$ cat src/rtl/arb_pkg.sv
// Shared definitions for the arbiter and its requester clients: state
// encodings, bus widths, default job sizing and a grant-select helper.
package arb_pkg;

  localparam int unsigned GNT_W = 4;
  localparam int unsigned PEND_W = 3;

  // Requester FSM encodings (2-bit, kept compatible with the arbiter side)
  localparam logic [1:0] ST_IDLE    = 2'd0;
  localparam logic [1:0] ST_REQUEST = 2'd1;
  localparam logic [1:0] ST_OWN     = 2'd2;
  localparam logic [1:0] ST_RELEASE = 2'd3;

  // Default job sizing
  localparam int unsigned BURST_LEN_DEF = 4;
  localparam int unsigned WAIT_MAX_DEF  = 15;
  localparam int unsigned MAX_PEND_DEF  = 7;

  // Pick this client's bit out of the one-hot grant bus
  function automatic logic own_grant(input logic [GNT_W-1:0] gnt, input logic [1:0] id);
    return gnt[id];
  endfunction

endpackage

$ cat src/rtl/arb_requester_if.sv
// Job/arbiter handshake bundle for one requester client.
interface arb_requester_if;
  import arb_pkg::*;

  logic              job_valid;
  logic              job_ready;
  logic [GNT_W-1:0]  gnt;
  logic              req;
  logic              beat;
  logic              done;
  logic              timeout;
  logic [PEND_W-1:0] pend_cnt;

  // Requester side
  modport master (
    input  job_valid, gnt,
    output job_ready, req, beat, done, timeout, pend_cnt
  );

  // Job source / arbiter side
  modport slave (
    output job_valid, gnt,
    input  job_ready, req, beat, done, timeout, pend_cnt
  );
endinterface

$ cat src/rtl/arb_req_cnt.sv
// Loadable up-counter with a terminal-count flag; load wins over increment.
module arb_req_cnt #(
  parameter int unsigned WIDTH = 8,
  parameter int unsigned TERM  = 14
) (
  input  logic             clk,
  input  logic             rst,
  input  logic             load,
  input  logic [WIDTH-1:0] load_val,
  input  logic             inc,
  output logic             tc
);

  localparam logic [WIDTH-1:0] TERM_V = WIDTH'(TERM);
  localparam logic [WIDTH-1:0] ONE_V  = WIDTH'(1);

  logic [WIDTH-1:0] cnt_r;

  // Count register: load, increment or hold
  always_ff @(posedge clk or posedge rst) begin
    if (rst) begin
      cnt_r <= '0;
    end else if (load) begin
      cnt_r <= load_val;
    end else if (inc) begin
      cnt_r <= cnt_r + ONE_V;
    end else begin
      cnt_r <= cnt_r;
    end
  end

  assign tc = (cnt_r == TERM_V);

endmodule

$ cat src/rtl/arb_requester.sv
// Arbiter client: queues jobs, requests the bus, consumes BURST_LEN granted
// beats per job and gives up after WAIT_MAX ungranted cycles (job retried).
module arb_requester
  import arb_pkg::*;
#(
  parameter int unsigned REQ_ID    = 0,
  parameter int unsigned BURST_LEN = BURST_LEN_DEF,
  parameter int unsigned WAIT_MAX  = WAIT_MAX_DEF,
  parameter int unsigned MAX_PEND  = MAX_PEND_DEF
) (
  input logic              clk,
  input logic              rst,
  arb_requester_if.master  bus
);

  logic [1:0]        state_r;
  logic [1:0]        state_nxt_s;
  logic [PEND_W-1:0] pend_r;
  logic              gnt_own_s;
  logic              accept_s;
  logic              wait_inc_s;
  logic              wait_clr_s;
  logic              wait_tc_s;
  logic              beat_inc_s;
  logic              beat_clr_s;
  logic              beat_tc_s;
  logic              beat_s;
  logic              done_s;
  logic              timeout_s;

  assign gnt_own_s = own_grant(bus.gnt, 2'(REQ_ID));
  assign accept_s  = bus.job_valid && bus.job_ready;

  // Outputs decoded from registered state; grant only matters in REQUEST/OWN
  assign beat_s    = (state_r == ST_OWN) && gnt_own_s;
  assign done_s    = beat_s && beat_tc_s;
  assign timeout_s = (state_r == ST_REQUEST) && !gnt_own_s && wait_tc_s;

  assign bus.req       = (state_r == ST_REQUEST) || (state_r == ST_OWN);
  assign bus.beat      = beat_s;
  assign bus.done      = done_s;
  assign bus.timeout   = timeout_s;
  assign bus.job_ready = (pend_r < PEND_W'(MAX_PEND));
  assign bus.pend_cnt  = pend_r;

  // Next-state and counter control
  always_comb begin
    state_nxt_s = state_r;
    wait_inc_s  = 1'b0;
    wait_clr_s  = 1'b0;
    beat_inc_s  = 1'b0;
    beat_clr_s  = 1'b0;
    case (state_r)
      ST_IDLE: begin
        if (pend_r != '0) begin
          state_nxt_s = ST_REQUEST;
        end else begin
          state_nxt_s = ST_IDLE;
        end
      end
      ST_REQUEST: begin
        if (gnt_own_s) begin
          state_nxt_s = ST_OWN;
          wait_clr_s  = 1'b1;
        end else if (wait_tc_s) begin
          state_nxt_s = ST_RELEASE;
          wait_clr_s  = 1'b1;
        end else begin
          wait_inc_s  = 1'b1;
        end
      end
      ST_OWN: begin
        if (gnt_own_s) begin
          beat_inc_s = 1'b1;
          if (beat_tc_s) begin
            beat_clr_s  = 1'b1;
            state_nxt_s = ST_RELEASE;
          end else begin
            state_nxt_s = ST_OWN;
          end
        end else begin
          // Grant lost: re-request, partial beat count is kept
          state_nxt_s = ST_REQUEST;
        end
      end
      ST_RELEASE: begin
        state_nxt_s = ST_IDLE;
      end
      default: begin
        state_nxt_s = ST_IDLE;
      end
    endcase
  end

  // FSM state register
  always_ff @(posedge clk or posedge rst) begin
    if (rst) begin
      state_r <= ST_IDLE;
    end else begin
      state_r <= state_nxt_s;
    end
  end

  // Pending-job count: +1 on accept, -1 on done, unchanged when both
  always_ff @(posedge clk or posedge rst) begin
    if (rst) begin
      pend_r <= '0;
    end else if (accept_s && !done_s) begin
      pend_r <= pend_r + PEND_W'(1);
    end else if (!accept_s && done_s) begin
      pend_r <= pend_r - PEND_W'(1);
    end else begin
      pend_r <= pend_r;
    end
  end

  arb_req_cnt #(.WIDTH(8), .TERM(WAIT_MAX - 1)) u_wait_cnt (
    .clk      (clk),
    .rst      (rst),
    .load     (wait_clr_s),
    .load_val (8'd0),
    .inc      (wait_inc_s),
    .tc       (wait_tc_s)
  );

  arb_req_cnt #(.WIDTH(4), .TERM(BURST_LEN - 1)) u_beat_cnt (
    .clk      (clk),
    .rst      (rst),
    .load     (beat_clr_s),
    .load_val (4'd0),
    .inc      (beat_inc_s),
    .tc       (beat_tc_s)
  );

endmodule

$ cat src/flat_wrapper.sv
// flat-port wrapper written by rule: the top's interface ports become plain ports
module arb_requester_flat import arb_pkg::*;
#(
  parameter int unsigned REQ_ID    = 0,
  parameter int unsigned BURST_LEN = BURST_LEN_DEF,
  parameter int unsigned WAIT_MAX  = WAIT_MAX_DEF,
  parameter int unsigned MAX_PEND  = MAX_PEND_DEF
)
  (clk, rst, bus_job_valid, bus_gnt, bus_job_ready, bus_req, bus_beat, bus_done, bus_timeout, bus_pend_cnt);
  arb_requester_if bus_i ();
  input logic clk;
  input logic rst;
  input wire logic [$bits(bus_i.job_valid)-1:0] bus_job_valid;
  input wire logic [$bits(bus_i.gnt)-1:0] bus_gnt;
  output wire logic [$bits(bus_i.job_ready)-1:0] bus_job_ready;
  output wire logic [$bits(bus_i.req)-1:0] bus_req;
  output wire logic [$bits(bus_i.beat)-1:0] bus_beat;
  output wire logic [$bits(bus_i.done)-1:0] bus_done;
  output wire logic [$bits(bus_i.timeout)-1:0] bus_timeout;
  output wire logic [$bits(bus_i.pend_cnt)-1:0] bus_pend_cnt;
  assign bus_i.job_valid = bus_job_valid;
  assign bus_i.gnt = bus_gnt;
  assign bus_job_ready = bus_i.job_ready;
  assign bus_req = bus_i.req;
  assign bus_beat = bus_i.beat;
  assign bus_done = bus_i.done;
  assign bus_timeout = bus_i.timeout;
  assign bus_pend_cnt = bus_i.pend_cnt;
  arb_requester #(.REQ_ID(REQ_ID), .BURST_LEN(BURST_LEN), .WAIT_MAX(WAIT_MAX), .MAX_PEND(MAX_PEND)) u_core (.clk(clk), .rst(rst), .bus(bus_i));
endmodule
$ cat config.mk
export PLATFORM = sky130hd
export DESIGN_NAME = arb_requester_flat
export DESIGN_NICKNAME = d
export VERILOG_FILES = /design/src/rtl/arb_pkg.sv /design/src/rtl/arb_requester_if.sv /design/src/rtl/arb_req_cnt.sv /design/src/rtl/arb_requester.sv /design/src/flat_wrapper.sv
export SDC_FILE = /design/constraint.sdc
export NUM_CORES = 1
export LEC_CHECK = 0
export ABC_AREA = 1
export BUFFER_PORTS_ARGS = -buffer_cell sky130_fd_sc_hd__buf_4
export CAP_MARGIN = 40
export CORE_MARGIN = 8
export CORE_UTILIZATION = 55
export DETAILED_ROUTE_END_ITERATION = 16
export PLACE_DENSITY = 0.77
export SLEW_MARGIN = 10
export SYNTH_ARGS = -nofsm -noshare
export SYNTH_HDL_FRONTEND = slang
export SYNTH_HIERARCHICAL = 1
export SYNTH_SLANG_ARGS = --single-unit
$ cat constraint.sdc
create_clock -name clk -period 5.64 [get_ports clk]
set_input_delay 0 -clock clk [delete_from_list [all_inputs] [get_ports clk]]
set_output_delay 0 -clock clk [all_outputs]
set_load 0.01 [all_outputs]
# After elaboration in Yosys (flattened, before gate mapping)
# Index checks and enable logic that the tools add are counted.
# classes
add_sub_neg	4
n_lt_le_gt_ge	1
n_eq_ne	6
mux	23
reduce_logical	16
# ops
cell	count
two-way mux 8 bit	2
two-way mux 1 bit	13
adder 8 x 1 -> 8 bit (second input constant)	1
== test 8 x 4 -> 1 bit (second input constant)	1
two-way mux 4 bit	2
one-hot mux 2 bit (4 select lines)	1
logical AND 1 bit	7
two-way mux 2 bit	3
two-way mux 3 bit	2
nonzero test 2 bit	3
adder 4 x 1 -> 4 bit (second input constant)	1
== test 2 bit (second input constant)	2
== test 4 x 2 -> 1 bit (second input constant)	1
adder 3 x 1 -> 3 bit (second input constant)	1
zero test 1 bit	3
< comparator 3 bit (second input constant)	1
!= test 3 x 2 -> 1 bit (second input constant)	1
nonzero test 3 bit	1
subtractor 3 x 1 -> 3 bit (second input constant)	1
== test 2 x 1 -> 1 bit (second input constant)	1
zero test 2 bit	1
logical OR 1 bit	1
# word_totals
regBits	17
out_inout_bits	8

# Logic depth before layout (Yosys ltp)
# Gate-level depths: netlist of run 1.
# logic_depth
ltp_word	6
ltp_mapped	13
depth_no_buf	13

# Cells and area by module
# The synthesis of run 1 kept the hierarchy.
# by_module_without_submodules
mod	n_inst	cells_each	area_per_inst_um2	seq_area_each_um2
arb_req_cnt at u_core.u_wait_cnt	1	70	534.3	200.2
arb_requester	1	58	411.6	125.1
arb_req_cnt at u_core.u_beat_cnt	1	31	239.0	100.1

# Worst setup path after synthesis of run 1
# No wires, ideal clock.
# synth_path
kind	reg2reg
startpoint	register u_core.u_wait_cnt.cnt_r[0]
endpoint	register u_core.u_wait_cnt.cnt_r[5]
setup_ns	0.121
arrival_ns	1.822
required_time_ns	5.519
path_slack_ns	3.697
stages_incl_launch_ff	12
path_buffers	1
period_less_slack_ns	1.943
cell_sequence	dfrtp_1 inv_1 ha_1 nand3_1 nor4_1 o21a_1 buf_4 inv_2 nand2_2 inv_1 nand3_1 nand2_1
# synth_via
elab_chain_cells	5
word_cells_on_any_way	11
# synth_rtl
element	line_no	text
start: declaration	arb_req_cnt.sv:17	logic [WIDTH-1:0] cnt_r;
start signal: assignment	arb_req_cnt.sv:24	cnt_r <= load_val;
start signal: assignment	arb_req_cnt.sv:26	cnt_r <= cnt_r + ONE_V;
start signal: assignment	arb_req_cnt.sv:28	cnt_r <= cnt_r;
== test 8 x 4 -> 1 bit *	arb_req_cnt.sv:32	assign tc = (cnt_r == TERM_V);
net u_core.wait_tc_s	arb_requester.sv:23	logic wait_tc_s;
two-way mux 1 bit *	arb_requester.sv:65	end else if (wait_tc_s) begin
two-way mux 1 bit *	arb_requester.sv:62	if (gnt_own_s) begin
two-way mux 1 bit *	arb_requester.sv:53	case (state_r)
net u_core.wait_clr_s	arb_requester.sv:22	logic wait_clr_s;
two-way mux 8 bit or nonzero test 2 bit (tied branches)	-	
# Mark *: on every way through the listed nets, which the timed path passes. The rest lies on a longest branch. The select of a mux whose other input is x is not followed.
# A chain may end at the register's enable or synchronous reset.

# Worst setup path after layout of run 1
# layout_path
startpoint	register u_core.u_wait_cnt.cnt_r[0]
endpoint	register u_core.u_wait_cnt.cnt_r[7]
# Same word-level chain as after synthesis.

==> results of run 1 <==
[worst min-delay path by stage]
stage                                      end          start  slack [ps]
finish                  u_core/bus.pend_cnt[0]  bus_job_valid         140
global route            u_core/bus.pend_cnt[0]  bus_job_valid         140
CTS                          u_core/state_r[1]     bus_gnt[0]         120
detailed placement  u_core/u_beat_cnt/cnt_r[2]            rst         -90
global placement    u_core/u_beat_cnt/cnt_r[2]            rst         -90
floorplan           u_core/u_beat_cnt/cnt_r[0]            rst        -230
[final cells by class]
class,instances,area share (%)
Multi-Input combinational cell,121,49.3
Sequential cell,17,31.0
Clock buffer,4,1.91
Tap cell,28,2.55
Timing Repair Buffer,12,6.75
Inverter,31,8.48
[what timing repair did]
| action | in CTS | in global routing |
|---|---|---|
| resized for setup | 0 | 0 |
| hold endpoints to repair | 17 | 0 |
| hold buffers | 1 | 0 |
[state kept, by name (all words and copies together) (netlist names)]
name / flops
u_core/u_wait_cnt/cnt_r: 8
u_core/state_r: 2
u_core/u_beat_cnt/cnt_r: 4
u_core/bus.pend_cnt: 3
[metal layers]
layer  track usage, %  part of all wire [%]
met1             15.1                    44
met2             22.4                    51
met3             2.33                   3.1
met4             5.98                   1.8
met5                0                     0
[cell families after synthesis]
group,count (synthesis)
DFF,17
xor gates and xnor gates,3
adders and majority gates,8
and+or+nand+nor,75
AOI/OAI and AO/OA,23
buffers and inverters,32
other,1
[synth_stat cells, types with 3 or more instances]
library cell | instances | area, um2
nand2_1 | 41 | 154
inv_1 | 27 | 101
dfrtp_1 | 17 | 425
nand3_1 | 14 | 70.1
ha_1 | 7 | 87.6
a22oi_1 | 6 | 45.0
nand2_2 | 5 | 31.3
o21ai_0 | 5 | 25.0
nor2_1 | 4 | 15.0
nor2_2 | 4 | 25.0
o21ai_1 | 4 | 20.0
a21oi_1 | 3 | 15.0
inv_2 | 3 | 11.3
[power by group through the flow]
| stage | registers, mW | clock network (mW) | logic (mW) |
|---|---|---|---|
| after floorplan | 0.244 | 0 | 0.240 |
| after global placement | 0.251 | 0 | 0.306 |
| after global routing | 0.265 | 0.0728 | 0.363 |
| after CTS | 0.252 | 0.0690 | 0.321 |
| after detailed placement | 0.253 | 0 | 0.320 |
| final | 0.253 | 0.0644 | 0.318 |
[tightest hold or removal path: stages]
cell and delay (ps):
buf_4 80, nand2_1 50, inv_1 50, ha_1 140, xnor2_1 70
[metrics by stage]
stage / cell area, um2 / cells / setup WS [ps] / hold WS (ps) / utilization (%)
final: 1370 / 213 / 3200 / 136 / 64.5
after global routing: 1370 / 213 / 2960 / 143 / 64.5
after CTS: 1370 / 213 / 3210 / 120 / 64.5
after detailed placement: 1340 / 208 / 3210 / -86.5 / 62.8
after global placement: 1340 / 208 / 3310 / -85.4 / 62.8
after floorplan: 1230 / 170 / 3700 / -234 / -
==> impl_metrics.env, run 1 <==
export IMPL_p_comb_share_pct=50.0
export IMPL_antenna_found_initial=0
export IMPL_multi_input_area_um2=677
export IMPL_gp_congestion=0.784
export IMPL_critical_path_max_stage_delay_ps=580
export IMPL_first_iter_violations=59
export IMPL_setup_viol_count_final=0
export IMPL_critPathLaunch="u_core/u_wait_cnt/cnt_r[0]"
export IMPL_timing_final_crit_share_pct=43.2
export IMPL_power_frac_seq_pct=39.8
export IMPL_crit_end="u_core/u_wait_cnt/cnt_r[7]"
export IMPL_critPathKind="flop to flop"
export IMPL_rows=17
export IMPL_synthMuxAreaShare_pct=0
export IMPL_async_flop_share_pct=100
export IMPL_grt_max_degree=10
export IMPL_core_area_um2=2130
export IMPL_fp_dieH_um=62.4
export IMPL_htree_levels=1
export IMPL_maxSlewHeadroom_pct=49.2
export IMPL_slew_viol_final=0
export IMPL_drive_above_1_share_pct=16.2
export IMPL_cts_tree="done"
export IMPL_hold_violations=0
export IMPL_synth_cells=159
export IMPL_portBuffers=11
export IMPL_yosysSeqAreaShare_pct=35.9
export IMPL_vias_per_cell=4.95
export IMPL_nFillCells=191
export IMPL_synth_seq_cells=17
export IMPL_cts_reportedPaths_clkPinSlew_ps=100
export IMPL_numCtsBuffers=3
export IMPL_initial_core_util_pct=55.7
export IMPL_nNetsFinal=201
export IMPL_syn_to_final_growth_pct=15.8
export IMPL_crit_chain="inv_1, ha_1, nand3_1, nor4_1, o21a_1, inv_2, nand2_2, inv_1, nand3_1, nand2_1"
export IMPL_dp_hpwl_mm=1.85
export IMPL_grt_pass1_vias=1044
export IMPL_critPathTopFamily="simple AND/OR/NAND/NOR gates"
export IMPL_r2r_end="u_core/u_wait_cnt/cnt_r[7]"
export IMPL_path_buf_inv=3
export IMPL_setup_tns_ps=0
export IMPL_p_total_uw=636
export IMPL_cp_arrival_ps=2610
export IMPL_synth_top_family_by_area="simple AND/OR/NAND/NOR gates"
export IMPL_num_io_pins=15
export IMPL_synth_xor_area_share_pct=2.22
export IMPL_rr_startpoint="u_core/u_wait_cnt/cnt_r[0]"
export IMPL_insertedDiodeCount=0
export IMPL_hold_path_class="primary input to flop"
export IMPL_switching_share_pct=45.8
export IMPL_mostFrequentLayoutCell="nand2_1"
export IMPL_rsz0062_at_grt="no"
export IMPL_path_max_fanout=9
export IMPL_syn_cell_area_um2=1180
export IMPL_p_sw_uw=291
export IMPL_synth_edff_count=0
export IMPL_reg2regPathDepth=10
export IMPL_drc_errors=0
export IMPL_synth_compound_area_share_pct=12.1
export IMPL_required_ps=5820
export IMPL_vias=1055
export IMPL_drt_pass1_iter_count=4
export IMPL_syn_area_per_cell_um2=7.45
export IMPL_cts_setup_buffers=0
export IMPL_clk_path_buf_depth=2
export IMPL_dieWidth_um=62.4
export IMPL_drv_cap=0
export IMPL_cp_end_kind="flop"
export IMPL_holdPathStages=5
export IMPL_yosysUniqueCellTypes=28
export IMPL_synthSimpleGateAreaFrac_pct=29.9
export IMPL_synth_main_ff_cell="dfrtp_1"
export IMPL_grt_overflow_total=0
export IMPL_startpoint_type="flop"
export IMPL_leakagePower_nw=0.730
export IMPL_min_period_ps=2440
export IMPL_seqCellArea_um2=425
export IMPL_worst_pin_slew_ps=755
export IMPL_die_area_um2=3900
export IMPL_irDropWorstVdd_v=0.000300
export IMPL_outcome="finished clean"
export IMPL_synth_fa_ha_area_share_pct=9.08
export IMPL_ys_warn_count=6
export IMPL_grt_pass1_wl_mm=4.24
export IMPL_clockRootBuffer="clkbuf_4"
export IMPL_regToRegSetupSlack_ps=3200
export IMPL_powerDensity_nw_per_um2=463
export IMPL_clkPwrFrac_pct=10.1
export IMPL_cp_depth=10
export IMPL_clock_sinks=17
export IMPL_final_cell_mix="41 x nand2_1, 27 x inv_1, 17 x dfrtp_1, 14 x nand3_1, 12 x conb_1"
export IMPL_fmax_mhz=410
export IMPL_wl_per_cell_um=11.0
export IMPL_wirelength_mm=2.35
export IMPL_internal_power_uw=344
export IMPL_grt_util_all_layers_pct=13.0
export IMPL_ant_nets=0
export IMPL_crit_slowest_cell="nor4_1"
export IMPL_clock_latency_ps=280
export IMPL_finClkSkew_ps=1.93
No activity file was read; power rests on OpenSTA's default activity.
==> inputs of run 2 (changes only) <==
- clock period: 5.64 -> 2.5 ns (I/O delays scaled with it)
==> run 2 against run 1 <==
Wire length increased by 4.6%. Power up 130%. Sequential cell count unchanged. Count of clock-buffer cells in the layout decreased by 1. Register-to-register slack lost 2800 ps. Setup slack got worse by 2800 ps. Hold slack worse by 11 ps. Fmax increased by 16%. Final cell count is 0.47% higher. Largest power group unchanged.
==> impl_metrics.env, run 2 (synthesized netlist as in run 1, its figures left out) <==
export IMPL_outcome="finished clean"
export IMPL_regToRegSetupSlack_ps=400
export IMPL_hold_path_end="u_core/state_r[1]"
export IMPL_cts_setup_buffers=0
export IMPL_irDropWorstVdd_v=0.000667
export IMPL_hold_violations=0
export IMPL_hold_path_class="primary input to flop"
export IMPL_final_cell_mix="41 x nand2_1, 27 x inv_1, 17 x dfrtp_1, 14 x nand3_1"
export IMPL_seqCellArea_um2=425
export IMPL_hold_ws_ps=125
export IMPL_largest_register="u_core/u_wait_cnt/cnt_r"
export IMPL_dp_hpwl_mm=1.92
export IMPL_cts_resized_gates=0
export IMPL_gp_congestion=0.768
export IMPL_drv_cap=0
export IMPL_cp_end_kind="flop"
export IMPL_dp_cells=209
export IMPL_min_period_ps=2100
export IMPL_drc_errors=0
export IMPL_portBuffers=11
export IMPL_wl_per_cell_um=11.5
export IMPL_required_ps=2690
export IMPL_reg2regPathDepth=11
export IMPL_antenna_found_initial=0
export IMPL_hold_start="bus_gnt[0]"
export IMPL_clockRootBuffer="clkbuf_4"
export IMPL_die_area_um2=3900
export IMPL_leakagePower_nw=0.738
export IMPL_nFillCells=194
export IMPL_crit_chain="inv_1, ha_1, nand3_1, nor4_1, buf_4, o21a_1, inv_2, nand2_2, inv_1, nand3_1, nand2_1"
export IMPL_grt_util_all_layers_pct=13.5
export IMPL_cts_tree="done"
export IMPL_rows=17
export IMPL_fp_dieH_um=62.4
export IMPL_path_buf_inv=4
export IMPL_critPathKind="flop to flop"
export IMPL_largest_reg_flops=8
export IMPL_cp_arrival_ps=2290
export IMPL_vias_per_cell=4.87
export IMPL_crit_slowest_cell="dfrtp_1"
export IMPL_clock_sinks=17
export IMPL_vias=1043
export IMPL_slew_viol_final=0
export IMPL_startpoint_type="flop"
export IMPL_htree_levels=1
export IMPL_stdcell_count=214
export IMPL_num_io_pins=15
export IMPL_nNetsFinal=202
export IMPL_initial_core_util_pct=55.7
export IMPL_wirelength_mm=2.46
export IMPL_dieWidth_um=62.4
export IMPL_first_iter_violations=35
export IMPL_grt_pass1_vias=1089
export IMPL_syn_to_final_growth_pct=16.6
export IMPL_cts_reportedPaths_clkPinSlew_ps=100
export IMPL_clock_latency_ps=290
export IMPL_mostFrequentLayoutCell="nand2_1"
export IMPL_drt_pass1_iter_count=4
export IMPL_powerDensity_nw_per_um2=1040
export IMPL_grt_pass1_wl_mm=4.40
export IMPL_grt_max_degree=11
export IMPL_setup_viol_count_final=0
export IMPL_numCtsBuffers=3
export IMPL_rsz0062_at_grt="no"
export IMPL_insertedDiodeCount=0
export IMPL_fmax_mhz=475
export IMPL_multi_input_area_um2=677
export IMPL_drive_above_1_share_pct=17.2
export IMPL_clk_path_buf_depth=2
export IMPL_timing_final_crit_share_pct=84.2
export IMPL_ant_nets=0
export IMPL_grt_overflow_total=0
export IMPL_path_max_fanout=9
export IMPL_finClkSkew_ps=6.27
export IMPL_p_total_mw=1.44
export IMPL_setup_tns_ps=0
export IMPL_critical_path_max_stage_delay_ps=430
export IMPL_r2r_end="u_core/u_wait_cnt/cnt_r[7]"
export IMPL_core_area_um2=2130
export IMPL_rr_startpoint="u_core/u_wait_cnt/cnt_r[0]"
export IMPL_holdPathStages=6
export IMPL_critPathTopFamily="simple AND/OR/NAND/NOR gates"
## run 2: changes by cell type in the layout (fill, tap and decap cells not counted), sizes merged
cell and change:
buf +1, clkbuf -1, clkinv +1
## run 2: worst max path at each step
| stage | start | end | slack [ps] | cells past startpoint |
|---|---|---|---|---|
| after detailed placement | u_core/u_wait_cnt/cnt_r[0] | u_core/u_wait_cnt/cnt_r[7] | 390 | 11 |
| final | u_core/u_wait_cnt/cnt_r[0] | u_core/u_wait_cnt/cnt_r[7] | 400 | 11 |
| after global routing | u_core/u_wait_cnt/cnt_r[0] | u_core/u_wait_cnt/cnt_r[7] | 160 | 11 |
| after CTS | u_core/u_wait_cnt/cnt_r[0] | u_core/u_wait_cnt/cnt_r[7] | 370 | 11 |
| after global placement | u_core/u_wait_cnt/cnt_r[0] | u_core/u_wait_cnt/cnt_r[5] | 420 | 11 |
| after floorplan | u_core/u_wait_cnt/cnt_r[0] | u_core/u_wait_cnt/cnt_r[6] | 560 | 11 |
## run 2: metal layers
metal	track usage (%)	vias to the layer above	share of wire, %
li1	-	547	-
met1	14.3	477	45
met2	24.6	15	51
met3	2.33	4	2.1
met4	7.69	0	1.7
met5	0	-	0
## run 2: power by group
part | total [mW] | leakage [nW] | internal, mW | switching (mW)
clock network | 0.148 | 0.0177 | 0.0595 | 0.0883
logic | 0.727 | 0.510 | 0.313 | 0.414
registers | 0.569 | 0.210 | 0.404 | 0.165
total | 1.44 | 0.738 | 0.776 | 0.667
## run 2: tightest hold or removal path, stage by stage
cell,delay [ps]
buf_4,100
inv_2,40
nand2_2,80
nor2_4,70
inv_2,60
o21ai_2,40
## run 2: final cells by class
| type | count | share of cell area, % |
|---|---|---|
| Tap cell | 28 | 2.54 |
| Clock inverter | 1 | 0.362 |
| Inverter | 31 | 8.42 |
| Clock buffer | 3 | 1.63 |
| Timing Repair Buffer | 13 | 7.25 |
| Sequential cell | 17 | 30.8 |
| Multi-Input combinational cell | 121 | 49.0 |
## run 2: per-stage QoR
step / cell area, um2 / utilization [%] / setup slack (ps)
2_1_floorplan: 1230 / - / 557
3_3_place_gp: 1340 / 63.2 / 421
6_report: 1380 / 64.9 / 396
5_1_grt: 1380 / 64.9 / 160
4_1_cts: 1380 / 64.9 / 365
3_5_place_dp: 1340 / 63.2 / 392
## run 2: timing repair
item | in CTS | in global routing
hold buffers | 1 | 0
endpoints found under the hold margin | 17 | 0
endpoints found under the setup margin | 0 | 0
